--- src/rtl/video_in_store_burst_if.sv ---
// Wishbone classic write bus between the video input store stage and RAM.
interface video_in_store_burst_if;
    logic        STB_O;
    logic        CYC_O;
    logic        LOCK_O;
    logic        WE_O;
    logic [3:0]  SEL_O;
    logic [31:0] ADR_O;
    logic [31:0] DAT_O;
    logic        ACK_I;
    logic        ERR_I;

    modport master (
        output STB_O, CYC_O, LOCK_O, WE_O, SEL_O, ADR_O, DAT_O,
        input  ACK_I, ERR_I
    );

    modport slave (
        input  STB_O, CYC_O, LOCK_O, WE_O, SEL_O, ADR_O, DAT_O,
        output ACK_I, ERR_I
    );
endinterface

--- src/rtl/video_in_store_burst.sv ---
// Drains pixel words from the video input FIFO into RAM with Wishbone classic bursts,
// one line at base + line*stride, with single-shot/continuous capture and bus error recovery.
module video_in_store_burst #(
    parameter int P_WIDTH       = 640,
    parameter int P_HEIGHT      = 480,
    parameter int BYTES_PER_PIX = 1,
    parameter int BURST_LEN     = 16,
    parameter int LVL_W         = 8,
    parameter int INT_CYCLES    = 3
) (
    input  logic                   clk,
    input  logic                   RST,
    input  logic [31:0]            wb_reg_ctr,
    input  logic [31:0]            wb_reg_data,
    input  logic [31:0]            wb_reg_stride,
    input  logic [LVL_W-1:0]       fifo_level,
    input  logic [31:0]            data_fifo,
    output logic                   r_ack,
    output logic                   interrupt,
    output logic                   new_addr,
    output logic                   busy,
    output logic                   err_flag,
    video_in_store_burst_if.master p_wb
);
    localparam int WPL    = P_WIDTH * BYTES_PER_PIX / 4;
    localparam int WORD_W = $clog2(WPL + 1);
    localparam int LINE_W = $clog2(P_HEIGHT + 1);
    localparam int BCNT_W = $clog2(BURST_LEN + 1);
    localparam int ICNT_W = $clog2(INT_CYCLES + 1);

    typedef enum logic [2:0] {S_IDLE, S_WAIT_DATA, S_BURST, S_IMG_DONE, S_ERROR} state_t;

    state_t            state;
    logic              ctr0_prev;
    logic              pend;
    logic [31:0]       base, stride, pend_base, pend_stride, line_base;
    logic [31:0]       restart_base, restart_stride;
    logic [WORD_W-1:0] word;
    logic [LINE_W-1:0] line;
    logic [BCNT_W-1:0] bcnt;
    logic [ICNT_W-1:0] int_cnt;
    logic              last_word, last_line, last_beat, int_last, addr_direct;
    logic              unused_ctr;

    assign new_addr    = wb_reg_ctr[0] & ~ctr0_prev;
    assign r_ack       = p_wb.ACK_I & p_wb.STB_O & ~p_wb.ERR_I;
    assign p_wb.SEL_O  = 4'hf;
    assign p_wb.DAT_O  = p_wb.STB_O ? data_fifo : 32'd0;
    assign unused_ctr  = ^wb_reg_ctr[31:2];

    assign last_word   = (word == WORD_W'(WPL - 1));
    assign last_line   = (line == LINE_W'(P_HEIGHT - 1));
    assign last_beat   = (bcnt == BCNT_W'(BURST_LEN - 1));
    assign int_last    = (int_cnt == ICNT_W'(INT_CYCLES - 1));
    assign addr_direct = (state == S_IDLE) || (state == S_ERROR);

    // A pending address, if any, takes effect at the next frame start
    assign restart_base   = pend ? pend_base   : base;
    assign restart_stride = pend ? pend_stride : stride;

    always_ff @(posedge clk or posedge RST) begin
        if (RST) begin
            state       <= S_IDLE;
            ctr0_prev   <= 1'b0;
            pend        <= 1'b0;
            base        <= 32'd0;
            stride      <= 32'd0;
            pend_base   <= 32'd0;
            pend_stride <= 32'd0;
            line_base   <= 32'd0;
            word        <= '0;
            line        <= '0;
            bcnt        <= '0;
            int_cnt     <= '0;
            busy        <= 1'b0;
            err_flag    <= 1'b0;
            interrupt   <= 1'b0;
            p_wb.CYC_O  <= 1'b0;
            p_wb.STB_O  <= 1'b0;
            p_wb.LOCK_O <= 1'b0;
            p_wb.WE_O   <= 1'b0;
            p_wb.ADR_O  <= 32'd0;
        end else begin
            ctr0_prev <= wb_reg_ctr[0];

            if (new_addr && addr_direct) begin
                base   <= wb_reg_data;
                stride <= wb_reg_stride;
                pend   <= 1'b0;
            end else if (new_addr) begin
                pend_base   <= wb_reg_data;
                pend_stride <= wb_reg_stride;
                pend        <= 1'b1;
            end

            if (interrupt) begin
                if (int_last) begin
                    interrupt <= 1'b0;
                    int_cnt   <= '0;
                end else begin
                    int_cnt <= int_cnt + ICNT_W'(1);
                end
            end

            case (state)
                S_IDLE, S_ERROR: begin
                    if (new_addr) begin
                        state      <= S_WAIT_DATA;
                        busy       <= 1'b1;
                        err_flag   <= 1'b0;
                        word       <= '0;
                        line       <= '0;
                        bcnt       <= '0;
                        line_base  <= wb_reg_data;
                        p_wb.ADR_O <= wb_reg_data;
                    end
                end

                S_WAIT_DATA: begin
                    if (int'(fifo_level) >= BURST_LEN) begin
                        state       <= S_BURST;
                        p_wb.CYC_O  <= 1'b1;
                        p_wb.STB_O  <= 1'b1;
                        p_wb.LOCK_O <= 1'b1;
                        p_wb.WE_O   <= 1'b1;
                    end
                end

                S_BURST: begin
                    // ERR wins over a simultaneous ACK: nothing popped, address held
                    if (p_wb.ERR_I) begin
                        state       <= S_ERROR;
                        p_wb.CYC_O  <= 1'b0;
                        p_wb.STB_O  <= 1'b0;
                        p_wb.LOCK_O <= 1'b0;
                        p_wb.WE_O   <= 1'b0;
                        busy        <= 1'b0;
                        err_flag    <= 1'b1;
                        interrupt   <= 1'b1;
                        int_cnt     <= '0;
                    end else if (p_wb.ACK_I) begin
                        if (last_word) begin
                            word       <= '0;
                            line       <= line + LINE_W'(1);
                            line_base  <= line_base + stride;
                            p_wb.ADR_O <= line_base + stride;
                        end else begin
                            word       <= word + WORD_W'(1);
                            p_wb.ADR_O <= p_wb.ADR_O + 32'd4;
                        end
                        if (last_beat) begin
                            bcnt        <= '0;
                            p_wb.CYC_O  <= 1'b0;
                            p_wb.STB_O  <= 1'b0;
                            p_wb.LOCK_O <= 1'b0;
                            p_wb.WE_O   <= 1'b0;
                            if (last_word && last_line) begin
                                state     <= S_IMG_DONE;
                                interrupt <= 1'b1;
                                int_cnt   <= '0;
                            end else begin
                                state <= S_WAIT_DATA;
                            end
                        end else begin
                            bcnt <= bcnt + BCNT_W'(1);
                        end
                    end
                end

                S_IMG_DONE: begin
                    if (int_last) begin
                        if (pend) begin
                            base   <= pend_base;
                            stride <= pend_stride;
                            if (!new_addr) pend <= 1'b0;
                        end
                        if (wb_reg_ctr[1]) begin
                            state      <= S_WAIT_DATA;
                            word       <= '0;
                            line       <= '0;
                            bcnt       <= '0;
                            line_base  <= restart_base;
                            p_wb.ADR_O <= restart_base;
                        end else begin
                            state <= S_IDLE;
                            busy  <= 1'b0;
                        end
                    end
                end

                default: state <= S_IDLE;
            endcase
        end
    end

    logic unused_stride;
    assign unused_stride = ^restart_stride;
endmodule
--- src/flat_wrapper.sv ---
// flat-port wrapper written by rule: the top's interface ports become plain ports
module video_in_store_burst_flat 
#(
    parameter int P_WIDTH       = 640,
    parameter int P_HEIGHT      = 480,
    parameter int BYTES_PER_PIX = 1,
    parameter int BURST_LEN     = 16,
    parameter int LVL_W         = 8,
    parameter int INT_CYCLES    = 3
)
  (clk, RST, wb_reg_ctr, wb_reg_data, wb_reg_stride, fifo_level, data_fifo, r_ack, interrupt, new_addr, busy, err_flag, p_wb_STB_O, p_wb_CYC_O, p_wb_LOCK_O, p_wb_WE_O, p_wb_SEL_O, p_wb_ADR_O, p_wb_DAT_O, p_wb_ACK_I, p_wb_ERR_I);
  video_in_store_burst_if p_wb_i ();
  input  logic clk;
  input  logic RST;
  input  logic [31:0] wb_reg_ctr;
  input  logic [31:0] wb_reg_data;
  input  logic [31:0] wb_reg_stride;
  input  logic [LVL_W-1:0] fifo_level;
  input  logic [31:0] data_fifo;
  output logic r_ack;
  output logic interrupt;
  output logic new_addr;
  output logic busy;
  output logic err_flag;
  output wire logic [$bits(p_wb_i.STB_O)-1:0] p_wb_STB_O;
  output wire logic [$bits(p_wb_i.CYC_O)-1:0] p_wb_CYC_O;
  output wire logic [$bits(p_wb_i.LOCK_O)-1:0] p_wb_LOCK_O;
  output wire logic [$bits(p_wb_i.WE_O)-1:0] p_wb_WE_O;
  output wire logic [$bits(p_wb_i.SEL_O)-1:0] p_wb_SEL_O;
  output wire logic [$bits(p_wb_i.ADR_O)-1:0] p_wb_ADR_O;
  output wire logic [$bits(p_wb_i.DAT_O)-1:0] p_wb_DAT_O;
  input wire logic [$bits(p_wb_i.ACK_I)-1:0] p_wb_ACK_I;
  input wire logic [$bits(p_wb_i.ERR_I)-1:0] p_wb_ERR_I;
  assign p_wb_STB_O = p_wb_i.STB_O;
  assign p_wb_CYC_O = p_wb_i.CYC_O;
  assign p_wb_LOCK_O = p_wb_i.LOCK_O;
  assign p_wb_WE_O = p_wb_i.WE_O;
  assign p_wb_SEL_O = p_wb_i.SEL_O;
  assign p_wb_ADR_O = p_wb_i.ADR_O;
  assign p_wb_DAT_O = p_wb_i.DAT_O;
  assign p_wb_i.ACK_I = p_wb_ACK_I;
  assign p_wb_i.ERR_I = p_wb_ERR_I;
  video_in_store_burst #(.P_WIDTH(P_WIDTH), .P_HEIGHT(P_HEIGHT), .BYTES_PER_PIX(BYTES_PER_PIX), .BURST_LEN(BURST_LEN), .LVL_W(LVL_W), .INT_CYCLES(INT_CYCLES)) u_core (.clk(clk), .RST(RST), .wb_reg_ctr(wb_reg_ctr), .wb_reg_data(wb_reg_data), .wb_reg_stride(wb_reg_stride), .fifo_level(fifo_level), .data_fifo(data_fifo), .r_ack(r_ack), .interrupt(interrupt), .new_addr(new_addr), .busy(busy), .err_flag(err_flag), .p_wb(p_wb_i));
endmodule
--- config.mk ---
export PLATFORM = sky130hd
export DESIGN_NAME = video_in_store_burst_flat
export DESIGN_NICKNAME = d
export VERILOG_FILES = /design/src/rtl/video_in_store_burst_if.sv /design/src/rtl/video_in_store_burst.sv /design/src/flat_wrapper.sv
export SDC_FILE = /design/constraint.sdc
export NUM_CORES = 1
export LEC_CHECK = 0
export ABC_AREA = 1
export ABC_CLOCK_PERIOD_IN_PS = 14900
export CORE_ASPECT_RATIO = 1.4
export CORE_MARGIN = 4
export CORE_UTILIZATION = 39
export DETAILED_ROUTE_END_ITERATION = 10
export MAX_ROUTING_LAYER = met4
export PLACE_DENSITY_LB_ADDON = 0.12
export SYNTH_ARGS = -nofsm -noshare
export SYNTH_HDL_FRONTEND = slang
export SYNTH_SLANG_ARGS = --single-unit
--- constraint.sdc ---
create_clock -name clk -period 14.9 [get_ports clk]
set_clock_uncertainty 0.05 [all_clocks]
set_input_delay 2.98 -clock clk [delete_from_list [all_inputs] [get_ports clk]]
set_output_delay 2.98 -clock clk [all_outputs]
set_load 0.1 [all_outputs]
**After elaboration in Yosys (flattened, before gate mapping)**

Cells that the tools add are included.
Widths: inputs -> output; s select.

- Register bits after elaboration: 225
- Latch bits: 0
- Bits in writable memories: 0
- ROM bits: 0
- Output and inout port bits: 77
- Logic and storage cells: 148
- Memories: 0

- Add/sub/neg operators: 6
- $mul: 0
- Divide/modulo/power cells: 0
- Magnitude comparators: 1
- Eq/ne operators: 19
- Shifts and indexed selects: 0
- Multiplexer cells: 84
- Bitwise operators: 6
- Reductions and logical operators: 15

Operators by type and width:

| cell | number |
|---|---|
| $mux 32 | 19 |
| $pmux 32 s3 | 2 |
| $mux 9 | 6 |
| $mux 8 | 6 |
| $add 32x3->32 const B | 1 |
| $add 32x32->32 | 1 |
| $mux 5 | 6 |
| $pmux 9 s3 | 1 |
| $mux 1 | 24 |
| $pmux 8 s3 | 1 |
| $mux 3 | 6 |
| $mux 2 | 8 |
| $pmux 5 s3 | 1 |
| $pmux 3 s4 | 1 |
| $ne 2x2->1 const B | 5 |
| $reduce_and 5->1 | 2 |
| $add 9x1->9 const B | 1 |
| $eq 9x9->1 const B | 1 |
| $add 8x1->8 const B | 1 |
| $eq 8x8->1 const B | 1 |
| $ge 8x5->1 const B | 1 |
| $ne 2x1->1 const B | 4 |
| $reduce_and 7->1 | 1 |
| $eq 3x2->1 const B | 2 |
| 22 further kinds | 29 |

**Logic depth before layout (Yosys ltp)**

- Depth in word-level cells: 8
- Depth in mapped cells: 15

**Worst setup path after synthesis**

OpenSTA, ideal clock, no wires.

- Path kind: input-to-output
- Start point: in wb_reg_ctr[0]
- End point: out new_addr
- Arrival: 4.370 ns
- Required time: 11.870 ns
- Path slack: 7.500 ns
- Stages on the path: 2
- Path buffers: 0
- Path through: inv_1 -> nor2_1

- Word-level cells in the longest chain between the ends: 1

Ends and longest elaborated chain:

| element | line | source |
|---|---|---|
| start: declaration | flat_wrapper.sv:15 | `input logic [31:0] wb_reg_ctr;` |
| $and 1x1->1 | video_in_store_burst.sv:45 | `assign new_addr = wb_reg_ctr[0] & ~ctr0_prev;` |
| end: declaration | flat_wrapper.sv:22 | `output logic new_addr;` |

Every way passes these cells.

**Worst setup path in the final report**

Ends and elaborated chain as after synthesis.

==> flow_summary.toml <==
[synth]
post-synth-top-count-cell = "nand2_1"
ys_warn_count = 0
synth_area_leaders = "dfrtp_1 (40%), nand2_1 (16%), inv_1 (7.3%)"
synthDistinctLibCells = 49
synthArstFlopShare_pct = 100.0
number_of_instances_in_the_synthesized_netlist = 2031
ys.flop_type = "dfrtp_1"
synth_edf_count = 0
syn_area_um2 = 14030
ys_top_cells_by_count = "nand2_1 (594), inv_1 (274), nor2_1 (257)"
synth.avg_cell_area_um2 = 6.910
ys_seq_elements = 225
synthDominantCellAreaShare_pct = 40.12
synth_top_cell_by_area = "dfrtp_1"
yosysSeqAreaShare_pct = 40.12

[clock_tree]
path_clk_slew_ns = 0.06
ctsLongestPathBuffers = 3
number_of_gates_resized_after_cts = 0
cts_setup_buffers = 0
ctsHoldBuffers = 0
cts_tree = "done"
clkLatencyLatePin_ns = 0.56
cts-buffers-inserted = 26
clkSinkCount = 225
clock-root-buffer = "clkbuf_16"
htree_num_levels = 1

[worst_setup_path]
path_common_cell = "clkdlybuf4s50_1"
rr_worst_depth = 12
crit_fanout = 4
critical_path.endpoint_type = "output port"
critPathKind = "primary input to output port"
reg2reg_setup_slack_ns = 11.69
setup.worst_path.start_class = "primary input"
critPathBufInv = 3
critical_path_depth = 4
worst_ep_required_time_ns = 11.87
path_cells = "clkdlybuf4s50_1, inv_1, nor2_1, clkdlybuf4s50_1"
cpPeakStageDelay_ns = 1.22
critPathSlowestCell = "clkdlybuf4s50_1"
critPathTopFamily = "buffers and inverters"
timing.critical_path.arrival_ns = 5.06

[floorplan]
top_level_ports = 217
floorplan.die_area_um2 = 39130
die_height_um = 232.4
dieWidth_um = 168.3
initial_utilization_pct = 39.79
core_region_area_um2 = 35270
placement_rows = 81

[worst_hold_path]
hold_path.class = "flip-flop to flip-flop"
holdPathStages = 2

[timing]
timing_worst_slew_pin_value_ns = 1.215
rsz0062_at_grt = "false"
report.final.setup_viol = 0
final_hold_viol_count = 0
maxClockFrequency_mhz = 123.6
report.final.slew_viol_count = 0
min_period_over_period_pct = 54.32
period_minus_slack_ns = 8.094
final.setup.tns_ns = 0
timing.max_slew.rel_slack_pct = 18.78

[power]
sequential_group_share_of_total_power_pct = 25.9
ir_worst_vdd_mv = 0.1758
internal-power_mw = 2.098
power.density_cell_area_nw_per_um2 = 262.8
power_switching_share_pct = 53.33
clock_power_share_pct = 15.8
combinational_share_of_power_pct = 58.3
total_leakage_power_nw = 8.371
power.net_switching_mw = 2.398
total_power_mw = 4.496

[grt]
maximum_number_of_pins_on_one_net_before_global_route_repair = 98
antenna_violations_before_repair = 0
grt-ovfl-total = 0
globalRouteTotalUtil_pct = 24.43
global_route_wire_length_before_repair_um = 73640
via_count_of_the_first_global_routing_pass = 13550

[route]
wl_um = 47220
route.layer.met1.wl_um = 18610
routed_via_density = 5.160
dr_wl_met2_um = 23730
drt_first_iter_violations = 837
postRouteAntennaNets = 0
dr_total_vias = 13660
wire_per_inst_um = 17.84
dr.max_layer_used = "met4"
drt_first_pass_iters = 5
drc_errors = 0
met3RoutedLength_um = 2626

[finish]
finalNetCount = 2348
post-route-util_pct = 48.51
areaGrowthSynthToFinish_pct = 21.92
n_fill_cell = 3621
layout-drive-gt1-share_pct = 5.477
num_antenna_cells = 0
multi_input_comb_area_um2 = 6990
register_area_um2 = 5630

[run]
max_capacitance_violation_count = 0

[place]
port_buffers = 178
detailedPlacementHpwl_um = 34500
place_congestion = 0.9593

[status]
outcome = "complete, no violations"
## worst paths after layout
| check | from | end |
|---|---|---|
| min in group asynchronous | RST | u_core.pend_stride[3] |
| worst max register to register | u_core.state[2] | u_core.line_base[1] |
| worst max-delay path | wb_reg_ctr[0] | new_addr |
| worst min register to register | u_core.line_base[0] | u_core.line_base[0] |
| worst min-delay path | u_core.line_base[0] | u_core.line_base[0] |
| max in group asynchronous | RST | u_core.pend_base[16] |
## placed cells by master (no fill, tap or decap), types with 13 or more instances in the layout
cell type / n
nand4_1: 14
buf_4: 16
o32ai_1: 13
inv_1: 273
nand2_1: 592
o21ai_0: 127
mux2_2: 32
clkdlybuf4s50_1: 178
dfrtp_1: 225
nand3_1: 103
nor3_1: 26
nor2_1: 257
ha_1: 35
a21oi_1: 107
a31oi_1: 41
clkbuf_16: 26
## stage by stage
step | cell area, µm² | hold WS [ns] | setup WS (ns) | std cells
after floorplan | 14040 | 0.4055 | 5.707 | 2034
after global placement | 16160 | 0.4181 | 6.837 | 2600
after detailed placement | 16160 | 0.4227 | 6.811 | 2600
after CTS | 17110 | 0.4418 | 6.796 | 2647
after global routing | 17110 | 0.4608 | 6.741 | 2647
final | 17110 | 0.4399 | 6.806 | 2647
## registers in the layout, summed over array words and instances (netlist names)
name / flops
u_core.line: 9
u_core.ctr0_prev: 1
u_core.line_base: 32
u_core.p_wb.ADR_O: 32
u_core.p_wb.WE_O: 1
u_core.pend_base: 32
u_core.stride: 32
u_core.interrupt: 1
u_core.int_cnt: 2
u_core.base: 32
u_core.busy: 1
u_core.word: 8
u_core.state: 3
u_core.err_flag: 1
u_core.pend: 1
u_core.bcnt: 5
u_core.pend_stride: 32
## metal layers
metal	global-route usage [%]	vias up
met2	42.72	398
li1	-	6769
met4	10.07	0
met3	3.416	104
met5	-	-
met1	28.17	6387
## logic make-up after synthesis
logic type / share of synthesized area, %
AOI/OAI and AO/OA: 12.82
xor gates and xnor gates: 1.061
adders and majority gates: 3.263
buffers and inverters: 10.26
DFF: 40.12
muxes: 2.568
other: 0.02672
and+or+nand+nor: 29.88
## power by group through the flow
stage | sequential (mW) | clock [mW] | combinational (mW)
floorplan | 1.39 | 0 | 1.65
global placement | 1.16 | 0 | 2.60
detailed placement | 1.17 | 0 | 2.62
CTS | 1.16 | 0.730 | 2.63
global route | 1.19 | 0.754 | 2.90
finish | 1.16 | 0.713 | 2.62
## worst reg2reg max path: cells and delay by family, from the launching register on
family	cells	cell delay, ns
AO/OA/AOI/OAI	3	0.60
AND/OR/NAND/NOR	5	0.89
buffers and inverters	4	1.17
flip-flops	1	0.42
## layout make-up
type,instances,area share [%]
Multi-Input combinational cell,1444,40.86
Sequential cell,225,32.91
Timing Repair Buffer,194,11.12
Inverter,281,6.208
Clock buffer,39,4.673
Tap cell,456,3.335
Clock inverter,8,0.9068
Note: power is estimated with default switching activity, not from simulation.
